--- config.mk ---
export PLATFORM = sky130hd
export DESIGN_NAME = if_fetch
export DESIGN_NICKNAME = d
export VERILOG_FILES = /design/src/rtl/epu_pkg.sv /design/src/rtl/if_icache.sv /design/src/rtl/if_fetch.sv
export SDC_FILE = /design/constraint.sdc
export NUM_CORES = 1
export LEC_CHECK = 0
export CORE_ASPECT_RATIO = 2
export CORE_UTILIZATION = 47
export DETAILED_ROUTE_END_ITERATION = 16
export GPL_TIMING_DRIVEN = 0
export PLACE_DENSITY = 0.85
export REMOVE_ABC_BUFFERS = 1
export SLEW_MARGIN = 10
export SYNTH_ARGS = -nofsm -noshare
export SYNTH_HDL_FRONTEND = slang
export SYNTH_SLANG_ARGS = --single-unit
--- constraint.sdc ---
create_clock -name clk_in -period 2.15 [get_ports clk_in]
set_input_delay 0.43 -clock clk_in [delete_from_list [all_inputs] [get_ports clk_in]]
set_output_delay 0.43 -clock clk_in [all_outputs]
set_load 0.01 [all_outputs]
--- src/rtl/epu_pkg.sv ---
// Shared EPU pipeline definitions: bubble encodings, fetch FSM states and
// instruction-cache geometry helpers.
package epu_pkg;

    localparam logic [31:0] ZeroWord = 32'h0000_0000;
    localparam logic [31:0] NOP_INS  = 32'h0000_0000;

    typedef enum logic [0:0] {
        FETCH = 1'b0,
        WAIT  = 1'b1
    } fetch_state_e;

    function automatic int unsigned icache_idx_w(input int unsigned lines);
        return $clog2(lines);
    endfunction

    // Word-granular cache: the two byte-offset bits are never part of the tag.
    function automatic int unsigned icache_tag_w(input int unsigned lines);
        return 30 - $clog2(lines);
    endfunction

endpackage

--- src/rtl/if_icache.sv ---
// Direct-mapped, one-word-per-line instruction cache with combinational hit
// compare and a single write port. Built only when ICACHE_EN is defined.
module if_icache
    import epu_pkg::*;
#(
    parameter int unsigned LINES = 64
) (
    input  logic        clk_i,
    input  logic        rst_ni,
    input  logic [31:2] rd_pc_i,
    output logic        hit_o,
    output logic [31:0] rd_data_o,
    input  logic        we_i,
    input  logic [31:2] wr_pc_i,
    input  logic [31:0] wr_data_i
);

    localparam int unsigned IdxW = icache_idx_w(LINES);
    localparam int unsigned TagW = icache_tag_w(LINES);

    logic [TagW-1:0]  tag_q  [LINES];
    logic [31:0]      data_q [LINES];
    logic [LINES-1:0] valid_q;
    logic [IdxW-1:0]  rd_idx;
    logic [IdxW-1:0]  wr_idx;

    assign rd_idx    = rd_pc_i[IdxW+1:2];
    assign wr_idx    = wr_pc_i[IdxW+1:2];
    assign hit_o     = valid_q[rd_idx] && (tag_q[rd_idx] == rd_pc_i[31:IdxW+2]);
    assign rd_data_o = data_q[rd_idx];

    always_ff @(posedge clk_i or negedge rst_ni) begin
        if (!rst_ni) begin
            valid_q <= '0;
        end else if (we_i) begin
            valid_q[wr_idx] <= 1'b1;
        end
    end

    always_ff @(posedge clk_i) begin
        if (we_i) begin
            tag_q[wr_idx]  <= wr_pc_i[31:IdxW+2];
            data_q[wr_idx] <= wr_data_i;
        end
    end

endmodule

--- src/rtl/if_fetch.sv ---
// EPU instruction fetch: byte-serial word assembly, stall hold, redirect with
// in-flight discard. Define ICACHE_EN to add the direct-mapped I-cache.
module if_fetch
    import epu_pkg::*;
#(
    parameter int unsigned ICACHE_LINES = 64
) (
    input  logic        clk_in,
    input  logic        rst_in,
    input  logic        rdy_in,
    input  logic        stall_in,
    input  logic        jump_flag,
    input  logic [31:0] jump_addr,
    output logic        mem_req,
    output logic [31:0] mem_addr,
    input  logic        mem_gnt,
    input  logic [7:0]  mem_rdata,
    output logic        if_busy,
    output logic [31:0] pc_out,
    output logic [31:0] ins_out
);

    fetch_state_e state_q, state_d;
    logic [31:0]  fetch_pc_q, fetch_pc_d;
    logic [2:0]   iss_q, iss_d;
    logic [2:0]   rcv_q, rcv_d;
    logic [31:0]  word_q, word_d;
    logic [31:0]  pc_q, pc_d;
    logic [31:0]  ins_q, ins_d;
    logic         pend_q, pend_d;
    logic         drop_q, drop_d;

    logic         capture, complete, idle, lookup_hit, req, accept;
    logic [31:0]  full_word;
    logic         cache_hit;
    logic [31:0]  cache_data;

    if (ICACHE_LINES < 2 || (ICACHE_LINES & (ICACHE_LINES - 1)) != 0) begin : g_lines_check
        $error("ICACHE_LINES must be a power of two >= 2");
    end

`ifdef ICACHE_EN
    if_icache #(
        .LINES(ICACHE_LINES)
    ) u_icache (
        .clk_i     (clk_in),
        .rst_ni    (rst_in),
        .rd_pc_i   (fetch_pc_q[31:2]),
        .hit_o     (cache_hit),
        .rd_data_o (cache_data),
        .we_i      (rdy_in && !jump_flag && complete),
        .wr_pc_i   (fetch_pc_q[31:2]),
        .wr_data_i (full_word)
    );
`else
    assign cache_hit  = 1'b0;
    assign cache_data = ZeroWord;
`endif

    assign capture    = pend_q && !drop_q;
    assign complete   = (state_q == FETCH) && capture && (rcv_q == 3'd3);
    assign full_word  = {mem_rdata, word_q[23:0]};
    assign idle       = (state_q == FETCH) && (iss_q == 3'd0) && (rcv_q == 3'd0) && !pend_q;
    assign lookup_hit = idle && cache_hit;

    // With iss=4 the address already points at the next word, so byte 0 of
    // that word goes out in the same cycle the current word completes.
    always_comb begin
        req = 1'b0;
        if (rst_in && rdy_in && !jump_flag && state_q == FETCH) begin
            if (iss_q < 3'd4) req = !lookup_hit;
            else              req = complete && !stall_in;
        end
    end

    assign accept   = req && mem_gnt;
    assign mem_req  = req;
    assign mem_addr = fetch_pc_q + {29'd0, iss_q};
    assign if_busy  = rst_in && (state_q == FETCH) && (rcv_q < 3'd4);
    assign pc_out   = pc_q;
    assign ins_out  = ins_q;

    always_comb begin
        state_d    = state_q;
        fetch_pc_d = fetch_pc_q;
        iss_d      = iss_q;
        rcv_d      = rcv_q;
        word_d     = word_q;
        pc_d       = pc_q;
        ins_d      = ins_q;
        pend_d     = accept;
        drop_d     = 1'b0;
        if (jump_flag) begin
            fetch_pc_d = jump_addr;
            iss_d      = 3'd0;
            rcv_d      = 3'd0;
            state_d    = FETCH;
            pc_d       = fetch_pc_q;
            ins_d      = NOP_INS;
            pend_d     = 1'b0;
            drop_d     = pend_q;
        end else if (state_q == WAIT) begin
            if (!stall_in) begin
                pc_d       = fetch_pc_q;
                ins_d      = word_q;
                fetch_pc_d = fetch_pc_q + 32'd4;
                iss_d      = 3'd0;
                rcv_d      = 3'd0;
                state_d    = FETCH;
            end
        end else begin
            if (accept) iss_d = iss_q + 3'd1;
            if (capture) begin
                word_d[{rcv_q[1:0], 3'b000} +: 8] = mem_rdata;
                rcv_d = rcv_q + 3'd1;
            end
            if (complete) begin
                if (stall_in) begin
                    state_d = WAIT;
                end else begin
                    pc_d       = fetch_pc_q;
                    ins_d      = full_word;
                    fetch_pc_d = fetch_pc_q + 32'd4;
                    rcv_d      = 3'd0;
                    iss_d      = accept ? 3'd1 : 3'd0;
                end
            end else if (lookup_hit) begin
                if (!stall_in) begin
                    pc_d       = fetch_pc_q;
                    ins_d      = cache_data;
                    fetch_pc_d = fetch_pc_q + 32'd4;
                end
            end else if (!stall_in) begin
                pc_d  = fetch_pc_q;
                ins_d = NOP_INS;
            end
        end
    end

    always_ff @(posedge clk_in or negedge rst_in) begin
        if (!rst_in) begin
            state_q    <= FETCH;
            fetch_pc_q <= '0;
            iss_q      <= '0;
            rcv_q      <= '0;
            word_q     <= '0;
            pc_q       <= '0;
            ins_q      <= NOP_INS;
            pend_q     <= 1'b0;
            drop_q     <= 1'b0;
        end else if (rdy_in) begin
            state_q    <= state_d;
            fetch_pc_q <= fetch_pc_d;
            iss_q      <= iss_d;
            rcv_q      <= rcv_d;
            word_q     <= word_d;
            pc_q       <= pc_d;
            ins_q      <= ins_d;
            pend_q     <= pend_d;
            drop_q     <= drop_d;
        end
    end

endmodule
==> flow_summary.json, run 1 <==
{
  "status": "finished, violations left",
  "violations": "negative setup slack",
  "p_per_area_mw_per_mm2": 768.6,
  "drc_errors": 0,
  "max_cap_violations": 0,
  "grt_pass1_vias": 6958,
  "grt-ovfl-total": 0,
  "muxShareOfSynthArea": 0.05308,
  "critPathCaptureType": "output pin",
  "rsz0062_at_grt": "yes",
  "ys_seq_elements": 137,
  "pin_count": 144,
  "multiInputGateArea_sq_mm": 0.003737,
  "finish.instance_area_sq_mm": 0.01007,
  "die_h_um": 175.8,
  "layout_min_cycle_time_ns": 3.014,
  "routed-via-count": 6797,
  "fp-row-count": 63,
  "fmax_ghz": 0.3318,
  "start_util": 0.4788,
  "grt_pass1_wl_mm": 36.98,
  "synth-compound-area-share": 0.1642,
  "seq_area_sq_mm": 0.003451,
  "grtUsageTotal": 0.3208,
  "p_leak_nw": 4.250,
  "cts-buffers-inserted": 17,
  "synth_xor_area_frac": 0.03826,
  "worstPathRequired_ns": 1.72,
  "path_buf_inv": 3,
  "synth-simple-area-share": 0.1899,
  "die_w_um": 88.88,
  "dr.pass1.iters": 6,
  "yosysWarningCount": 0,
  "port_buffers": 143,
  "synth_top_family_by_area": "simple AND/OR/NAND/NOR gates",
  "worstMarginPinSlew_ns": 1.139,
  "min_period_over_period": 1.402,
  "areaGrowthSynthToFinish_pct": 41.90,
  "critPathMaxStageDelay_ns": 0.40,
  "synth-main-ff-cell": "dfrtp_1",
  "fp.coreArea_sq_mm": 0.01482,
  "critPathKind": "reg -> out",
  "viasPerCell": 6.185,
  "final.fill_count": 1103,
  "place_ws_ns": -2.762,
  "drtIter0Drc": 586,
  "gp_congestion": 0.9157,
  "detail_route.wl_per_cell_um": 22.60,
  "synth_cell_types": 69,
  "rr_worst_depth": 8,
  "cts_tree": "done",
  "syn_inst": 709,
  "syn_area_sq_mm": 0.007096,
  "crit_arrival_ns": 2.58,
  "clock_latency_ns": 0.42,
  "cts_root_buf": "clkbuf_16",
  "syn_avg_cell_area_sq_um": 10.01,
  "cts_num_sinks": 137,
  "timing.final.ws_setup_ns": -0.8637,
  "cp.depth": 10,
  "cp_slowest_cell": "dfrtp_1",
  "die-area_sq_mm": 0.01562,
  "nNetsFinal": 948,
  "finalClockSkew_ns": 0.007932,
  "drt_wl_total_mm": 24.84,
  "synth_edf_count": 0,
  "start_kind": "flop",
  "finalSetupViolations": 36,
  "hold_viol": 0,
  "crit_family": "buffers and inverters",
  "final_antenna_net_count": 0,
  "dp_hpwl_mm": 14.43,
  "crit_chain": "ha_4, fa_2, a21o_1, nand4_1, buf_6, nor2_4, buf_4, nand2_2, xnor2_2, buf_2",
  "clockBufferDepth": 2,
  "place_area_sq_mm": 0.008536,
  "ys_seq_area_frac": 0.4832,
  "grt_max_degree": 60,
  "async_reset_ff_frac": 1.000,
  "antenna_found_initial": 1,
  "slew_violations": 0,
  "path_max_fanout": 5,
  "ir_worst_vdd_v": 0.0006690,
  "relSlewSlack": 0.2383,
  "yosys.area_share.adder": 0.02222,
  "drive_gt1_frac": 0.2890,
  "htreeDepth": 4,
  "hold_class": "in -> async",
  "clkSlewWorstSetupHoldPaths_ns": 0.06
}
-- tightest hold or removal path, stage by stage --
cell and delay [ns]:
buf_6 0.12, buf_16 0.13, buf_16 0.17
-- repair_timing --
action                                  CTS  global route
endpoints found under the setup margin  170            82
endpoints found under the hold margin    21             0
gates resized for setup                 224            30
buffers inserted                         41            24
hold buffers                              1             0
pin swaps                                29            17
gates cloned                              5             0
-- power breakdown --
part	switching (W)	internal (W)
registers	0.000337	0.00285
clock network	0.00122	0.00185
logic	0.000743	0.000740
-- path summary, 6_finish.rpt --
path | start | to | slack (ns)
setup / recovery | fetch_pc_q[0]$_DFFE_PN0P_ | mem_addr[14] | -0.86
hold / removal | rst_in | fetch_pc_q[1]$_DFFE_PN0P_ | 0.1
setup reg to reg | rcv_q[0]$_DFFE_PN0P_ | fetch_pc_q[22]$_DFFE_PN0P_ | -0.06
hold reg to reg | word_q[27]$_DFFE_PN0P_ | word_q[27]$_DFFE_PN0P_ | 0.48
max in group asynchronous | rst_in | fetch_pc_q[9]$_DFFE_PN0P_ | 0.42
min in group clk_in | word_q[27]$_DFFE_PN0P_ | word_q[27]$_DFFE_PN0P_ | 0.48
-- layout make-up --
class                      count  area share
multi-input combinational    512      0.3712
tap                          195     0.02423
inverter                      10    0.004474
antenna                        1   0.0002485
clock inverter                15     0.01889
sequential                   137      0.3427
timing repair buffer         212      0.1960
clock buffer                  17     0.04225
-- routing by layer --
layer,vias up,share of wire,GRT usage,wire length (um)
met5,-,0,0,0
met4,0,0.074,0.2103,1829
met3,150,0.074,0.07942,1827
met2,416,0.53,0.5654,13190
met1,3298,0.32,0.3227,7991
li1,2933,-,-,-
-- cells in the mapped netlist (all sizes together), types with 13 or more instances --
cell type / instances / area, sq um
a21oi: 16 / 80.08
a22o: 34 / 297.8
a22oi: 13 / 97.59
buf: 19 / 111.4
clkbuf: 32 / 181.4
dfrtp: 137 / 3428
mux2: 29 / 326.6
nand2: 125 / 471.7
nand3: 25 / 130.1
nand4: 17 / 121.4
nor2: 32 / 125.1
nor3: 15 / 91.34
o21ai: 59 / 295.3
xnor2: 21 / 183.9
-- logic make-up (layout without fill, tap and decap cells) --
family          count (synthesis)  count (layout)
simple gates                  262             264
buf+inv                        62             254
mux                            34              34
xor+xnor                       31              31
other cells                     0               1
compound gates                171             171
flops                         137             137
fa+ha+maj                      12              12
-- registers in the layout (all words and copies together) (netlist names) --
| signal | count |
|---|---|
| pc_out | 32 |
| fetch_pc_q | 32 |
| ins_out | 32 |
| drop_q | 1 |
| pend_q | 1 |
| rcv_q | 3 |
| state_q | 1 |
| word_q | 32 |
| iss_q | 3 |
-- stage by stage --
step	TNS, ns	utilization	std cells	hold slack [ns]	power, W
2_1_floorplan	-30.53	-	657	0.1344	0.003733
3_3_place_gp	-1036.75	0.5708	995	0.4627	0.004490
3_5_place_dp	-300.69	0.5760	998	0.4709	0.004547
4_1_cts	-14.88	0.6586	1076	0.08622	0.007634
5_1_grt	-22.35	0.6794	1099	0.1052	0.007995
6_report	-19.16	0.6794	1099	0.09780	0.007738
-- layout by cell type (no fill, tap or decap), types with 18 or more instances in the layout --
cell type,instances
dfrtp_1,119
clkdlybuf4s50_1,106
buf_2,31
mux2_2,29
nand2_1,118
o21ai_0,58
buf_4,51
dfrtp_2,18
a22o_1,34
nor2_1,20
Power figures use the tool's default switching activity.
==> inputs of run 2 (changes only) <==
--- a/config.mk
+++ b/config.mk
@@ -6,11 +6,13 @@
 export NUM_CORES = 1
 export LEC_CHECK = 0
 export CORE_ASPECT_RATIO = 2
-export CORE_UTILIZATION = 47
+export CORE_UTILIZATION = 50
 export DETAILED_ROUTE_END_ITERATION = 16
+export GPL_ROUTABILITY_DRIVEN = 0
 export GPL_TIMING_DRIVEN = 0
-export PLACE_DENSITY = 0.85
+export PLACE_DENSITY = 0.86
 export REMOVE_ABC_BUFFERS = 1
+export SETUP_SLACK_MARGIN = 0.3
 export SLEW_MARGIN = 10
 export SYNTH_ARGS = -nofsm -noshare
 export SYNTH_HDL_FRONTEND = slang
==> constraint.sdc (replaced) <==
create_clock -name clk_in -period 3.65 [get_ports clk_in]
set_input_delay 0.73 -clock clk_in [delete_from_list [all_inputs] [get_ports clk_in]]
set_output_delay 0.73 -clock clk_in [all_outputs]
set_load 0.01 [all_outputs]
==> flow_summary.json, run 2 (synthesized netlist as in run 1, its figures left out) <==
{
  "status": "finished, final reports clean",
  "drive_gt1_frac": 0.1473,
  "die_h_um": 170.5,
  "drtIter0Drc": 534,
  "hold_viol": 0,
  "r2r_start": "rcv_q[0]$_DFFE_PN0P_",
  "drc_errors": 0,
  "die-area_sq_mm": 0.01470,
  "finalSetupViolations": 0,
  "crit_arrival_ns": 2.59,
  "critPathMaxStageDelay_ns": 0.56,
  "ir_worst_vdd_v": 0.0003793,
  "critPathCaptureType": "output pin",
  "cts_hold_buf": 0,
  "grtUsageTotal": 0.2896,
  "place_ws_ns": -1.470,
  "fp.coreArea_sq_mm": 0.01389,
  "rsz0062_at_grt": "yes",
  "viasPerCell": 6.009,
  "cpMostUsedCell": "nor2_2",
  "fp-row-count": 61,
  "grt_pass1_vias": 6482,
  "critical_path.startpoint": "iss_q[2]$_DFFE_PN0P_",
  "layout_commonest_cell": "dfrtp_1",
  "path_max_fanout": 4,
  "critPathKind": "reg -> out",
  "antenna_found_initial": 0,
  "seq_area_sq_mm": 0.003438,
  "n_antenna_cell": 0,
  "areaGrowthSynthToFinish_pct": 30.08,
  "start_kind": "flop",
  "hold_class": "in -> async",
  "dr.pass1.iters": 7,
  "timing.final.ws_setup_ns": 0.3333,
  "pin_count": 144,
  "layout_min_cycle_time_ns": 3.317,
  "final_antenna_net_count": 0,
  "final_cell_mix": "dfrtp_1, nand2_1, clkdlybuf4s50_1, o21ai_0, a22o_1",
  "routed-via-count": 6195,
  "start_util": 0.5108,
  "cp_slowest_cell": "clkdlybuf4s50_1",
  "slew_violations": 0,
  "dp_hpwl_mm": 14.05,
  "min_period_over_period": 0.9087,
  "grt_max_degree": 60,
  "grt_pass1_wl_mm": 32.42,
  "crit_chain": "ha_4, o211ai_1, nor2_2, nand3_2, nor2_2, xnor2_1, clkdlybuf4s50_1",
  "cts_tree": "done",
  "hold_ws_ns": 0.2079,
  "die_w_um": 86.24,
  "path_buf_inv": 1,
  "finalClockSkew_ns": 0.01849,
  "fin_tns_setup_ns": 0,
  "final.fill_count": 1135,
  "nNetsFinal": 887,
  "worstMarginPinSlew_ns": 1.170,
  "detail_route.wl_per_cell_um": 19.73,
  "crit_family": "buffers and inverters",
  "relSlewSlack": 0.2174,
  "cts_num_sinks": 137,
  "cts_root_buf": "clkbuf_16",
  "grt-ovfl-total": 0,
  "drt_wl_total_mm": 20.35,
  "clock_latency_ns": 0.42,
  "clkSlewWorstSetupHoldPaths_ns": 0.06,
  "p_per_area_mw_per_mm2": 475.4,
  "clockBufferDepth": 2,
  "port_buffers": 143,
  "max_cap_violations": 0,
  "fmax_ghz": 0.3015,
  "htreeDepth": 4,
  "cts-buffers-inserted": 17,
  "total_power_w": 0.004388,
  "worstPathRequired_ns": 2.92,
  "p_leak_nw": 3.854,
  "multiInputGateArea_sq_mm": 0.003408
}
-- run 2: metal layers --
metal | up-vias | share of wire | track usage
met3 | 99 | 0.061 | 0.06499
met4 | 0 | 0.059 | 0.2007
li1 | 2812 | - | -
met5 | - | 0 | 0
met1 | 2989 | 0.34 | 0.2883
met2 | 295 | 0.54 | 0.5207
-- run 2: timing repair --
action | 4_1_cts | 5_1_grt
endpoints found under the setup margin | 125 | 20
pin swaps | 2 | 2
setup buffers | 7 | 0
gates resized for setup | 39 | 35
-- run 2: worst register-to-register path: stages, from the launching register on --
cell and delay, ns:
dfrtp_1 0.48, ha_1 0.22, ha_1 0.21, nor4bb_1 0.38, nor2_1 0.23, nor2_4 0.64, and3_1 0.29, a311oi_1 0.11
-- run 2: path summary, 6_finish.rpt --
| kind | endpoint | slack, ns | cells past startpoint |
|---|---|---|---|
| max | mem_addr[11] | 0.33 | 7 |
| min | pc_out[14]$_DFFE_PN0P_ | 0.21 | 1 |
| max reg2reg | fetch_pc_q[22]$_DFFE_PN0P_ | 0.94 | 7 |
| min reg2reg | word_q[21]$_DFFE_PN0P_ | 0.48 | 2 |
| max in group asynchronous | ins_out[31]$_DFFE_PN0P_ | 2.58 | 3 |
| min in group clk_in | word_q[21]$_DFFE_PN0P_ | 0.48 | 2 |
-- run 2: area by class of cell --
| type | count | area share |
|---|---|---|
| clock buffer | 17 | 0.04609 |
| clock inverter | 15 | 0.01789 |
| inverter | 10 | 0.004202 |
| multi-input combinational | 510 | 0.3693 |
| sequential | 137 | 0.3725 |
| tap | 189 | 0.02562 |
| timing repair buffer | 153 | 0.1644 |
-- run 2: per-stage QoR --
stage / utilization / cells / cell area (sq um)
floorplan: - / 657 / 6784
global placement: 0.6084 / 989 / 8452
detailed placement: 0.6139 / 992 / 8528
CTS: 0.6627 / 1031 / 9205
global route: 0.6645 / 1031 / 9230
finish: 0.6645 / 1031 / 9230
-- run 2: report_power, final --
part	switching, W	leakage, nW	total [W]	internal (W)
clock network	0.000712	0.288	0.00173	0.00102
registers	0.000185	1.77	0.00186	0.00167
logic	0.000383	1.80	0.000796	0.000414
==> inputs of run 3 (changes only) <==
--- a/config.mk
+++ b/config.mk
@@ -6,14 +6,14 @@
 export NUM_CORES = 1
 export LEC_CHECK = 0
 export CORE_ASPECT_RATIO = 2
-export CORE_UTILIZATION = 50
+export CORE_UTILIZATION = 25
 export DETAILED_ROUTE_END_ITERATION = 16
 export GPL_ROUTABILITY_DRIVEN = 0
 export GPL_TIMING_DRIVEN = 0
-export PLACE_DENSITY = 0.86
+export PLACE_DENSITY = 0.53
 export REMOVE_ABC_BUFFERS = 1
-export SETUP_SLACK_MARGIN = 0.3
-export SLEW_MARGIN = 10
+export SETUP_SLACK_MARGIN = 0.05
+export SLEW_MARGIN = 20
 export SYNTH_ARGS = -nofsm -noshare
 export SYNTH_HDL_FRONTEND = slang
 export SYNTH_SLANG_ARGS = --single-unit
==> flow_summary.json, run 3 (synthesized netlist as in run 1, its figures left out) <==
{
  "crit_chain": "ha_4, fa_1, a21o_1, nand4_1, buf_4, nor2_4, buf_12, nand4_1, xnor2_1, dlygate4sd2_1",
  "finalSetupViolations": 0,
  "p_leak_nw": 3.936,
  "critPathKind": "reg -> out",
  "fp.coreArea_sq_mm": 0.02776,
  "ir_worst_vdd_v": 0.0002884,
  "r2r_slack_ns": 1.17,
  "grt_max_degree": 81,
  "clkPwrFrac": 0.411,
  "p_per_area_mw_per_mm2": 473.6,
  "drive_gt1_frac": 0.1262,
  "routed-via-count": 5985,
  "worstPathRequired_ns": 2.92,
  "viasPerCell": 5.021,
  "finish.instance_area_sq_mm": 0.009525,
  "grt_pass1_wl_mm": 36.51,
  "critical_path.startpoint": "iss_q[0]$_DFFE_PN0P_",
  "grt_pass1_vias": 5966,
  "place_ws_ns": -0.5745,
  "path_max_fanout": 10,
  "relSlewSlack": 0.3854,
  "dr.pass1.iters": 5,
  "critPathCaptureType": "output pin",
  "die_w_um": 121.1,
  "nNetsFinal": 886,
  "cts_num_sinks": 137,
  "clock_latency_ns": 0.45,
  "p_sw_w": 0.001238,
  "hold_ws_ns": 0.2371,
  "grt-ovfl-total": 0,
  "fmax_ghz": 0.2860,
  "n_antenna_cell": 0,
  "hold_class": "in -> async",
  "dp_hpwl_mm": 17.28,
  "port_buffers": 143,
  "rr_worst_depth": 7,
  "r2r_start": "rcv_q[0]$_DFFE_PN0P_",
  "areaGrowthSynthToFinish_pct": 34.24,
  "start_util": 0.2556,
  "layout_min_cycle_time_ns": 3.496,
  "swShare": 0.2745,
  "start_kind": "flop",
  "cts_tree": "done",
  "hold_viol": 0,
  "rsz0062_at_grt": "yes",
  "max_cap_violations": 0,
  "cts-buffers-inserted": 17,
  "drc_errors": 0,
  "crit_arrival_ns": 2.77,
  "min_period_over_period": 0.9579,
  "final.fill_count": 2929,
  "antenna_found_initial": 1,
  "detail_route.wl_per_cell_um": 20.05,
  "grtUsageTotal": 0.1725,
  "r2r_end": "fetch_pc_q[22]$_DFFE_PN0P_",
  "power.share.sequential": 0.411,
  "combPwrFrac": 0.178,
  "layout_commonest_cell": "dfrtp_1",
  "timing.final.ws_setup_ns": 0.1536,
  "worstMarginPinSlew_ns": 0.9199,
  "slew_violations": 0,
  "die_h_um": 240.3,
  "crit_family": "adder cells",
  "p_int_w": 0.003273,
  "die-area_sq_mm": 0.02910,
  "clockBufferDepth": 2,
  "fp-row-count": 86,
  "cts_hold_buf": 0,
  "status": "finished, final reports clean",
  "drt_wl_total_mm": 23.90,
  "finalClockSkew_ns": 0.006218,
  "pin_count": 144,
  "htreeDepth": 4,
  "total_power_w": 0.004511,
  "path_buf_inv": 3,
  "clkSlewWorstSetupHoldPaths_ns": 0.06,
  "cts_root_buf": "clkbuf_16",
  "drtIter0Drc": 257,
  "cpMostUsedCell": "nand4_1",
  "cp_slowest_cell": "dfrtp_1",
  "critPathMaxStageDelay_ns": 0.44,
  "fin_tns_setup_ns": 0,
  "final_cell_mix": "dfrtp_1, nand2_1, clkdlybuf4s50_1, o21ai_0, a22o_1",
  "place_area_sq_mm": 0.008790,
  "final_antenna_net_count": 0
}
## run 3: how the worst max path moves through the flow
stage	endpoint	slack (ns)	depth (start not counted)
after floorplan	pc_out[0]$_DFFE_PN0P_	0.65	4
after global placement	mem_req	-4.70	3
after global routing	mem_addr[30]	0.03	10
after CTS	mem_addr[11]	0.05	7
after detailed placement	mem_req	-0.57	5
final	mem_addr[30]	0.15	10
## run 3: final cells by class
type                            instances  area (sq um)  area share
Sequential cell                       137          3431      0.3602
Multi-Input combinational cell        510          3422      0.3593
Timing Repair Buffer                  152          1574      0.1652
Clock buffer                           22         474.2     0.04978
Tap cell                              352         440.4     0.04624
Clock inverter                          9         145.1     0.01524
Inverter                               10         38.79    0.004072
## run 3: metal layers
metal / vias to the layer above / part of all wire / GRT usage
met5: - / 0.00042 / 0
met4: 2 / 0.027 / 0.07520
met3: 35 / 0.039 / 0.03155
met2: 164 / 0.58 / 0.3351
met1: 2990 / 0.36 / 0.1742
li1: 2794 / - / -
## run 3: power groups by stage
| stage | clock network [W] | logic [W] | registers [W] |
|---|---|---|---|
| 2_1_floorplan | 0 | 0.000341 | 0.00186 |
| 3_3_place_gp | 0 | 0.000814 | 0.00188 |
| 3_5_place_dp | 0 | 0.000830 | 0.00188 |
| 4_1_cts | 0.00190 | 0.000822 | 0.00185 |
| 5_1_grt | 0.00196 | 0.000879 | 0.00188 |
| 6_report | 0.00186 | 0.000802 | 0.00185 |
## run 3: what timing repair did
action,CTS,global route
pin swaps,3,0
endpoints found under the setup margin,27,8
resized for setup,26,11
buffers inserted,5,0
## run 3: metrics by stage
stage               instances    util
finish                   1192  0.3431
global route             1192  0.3431
CTS                      1192  0.3419
detailed placement       1156  0.3166
global placement         1152  0.3118
floorplan                 657       -
## run 3: worst register-to-register path, cell delays in order, from the launching register on
cell	delay, ns
dfrtp_1	0.47
ha_1	0.21
ha_1	0.21
nor4bb_1	0.50
o31ai_4	0.26
nor3_2	0.39
a311oi_1	0.14
a311oi_1	0.22
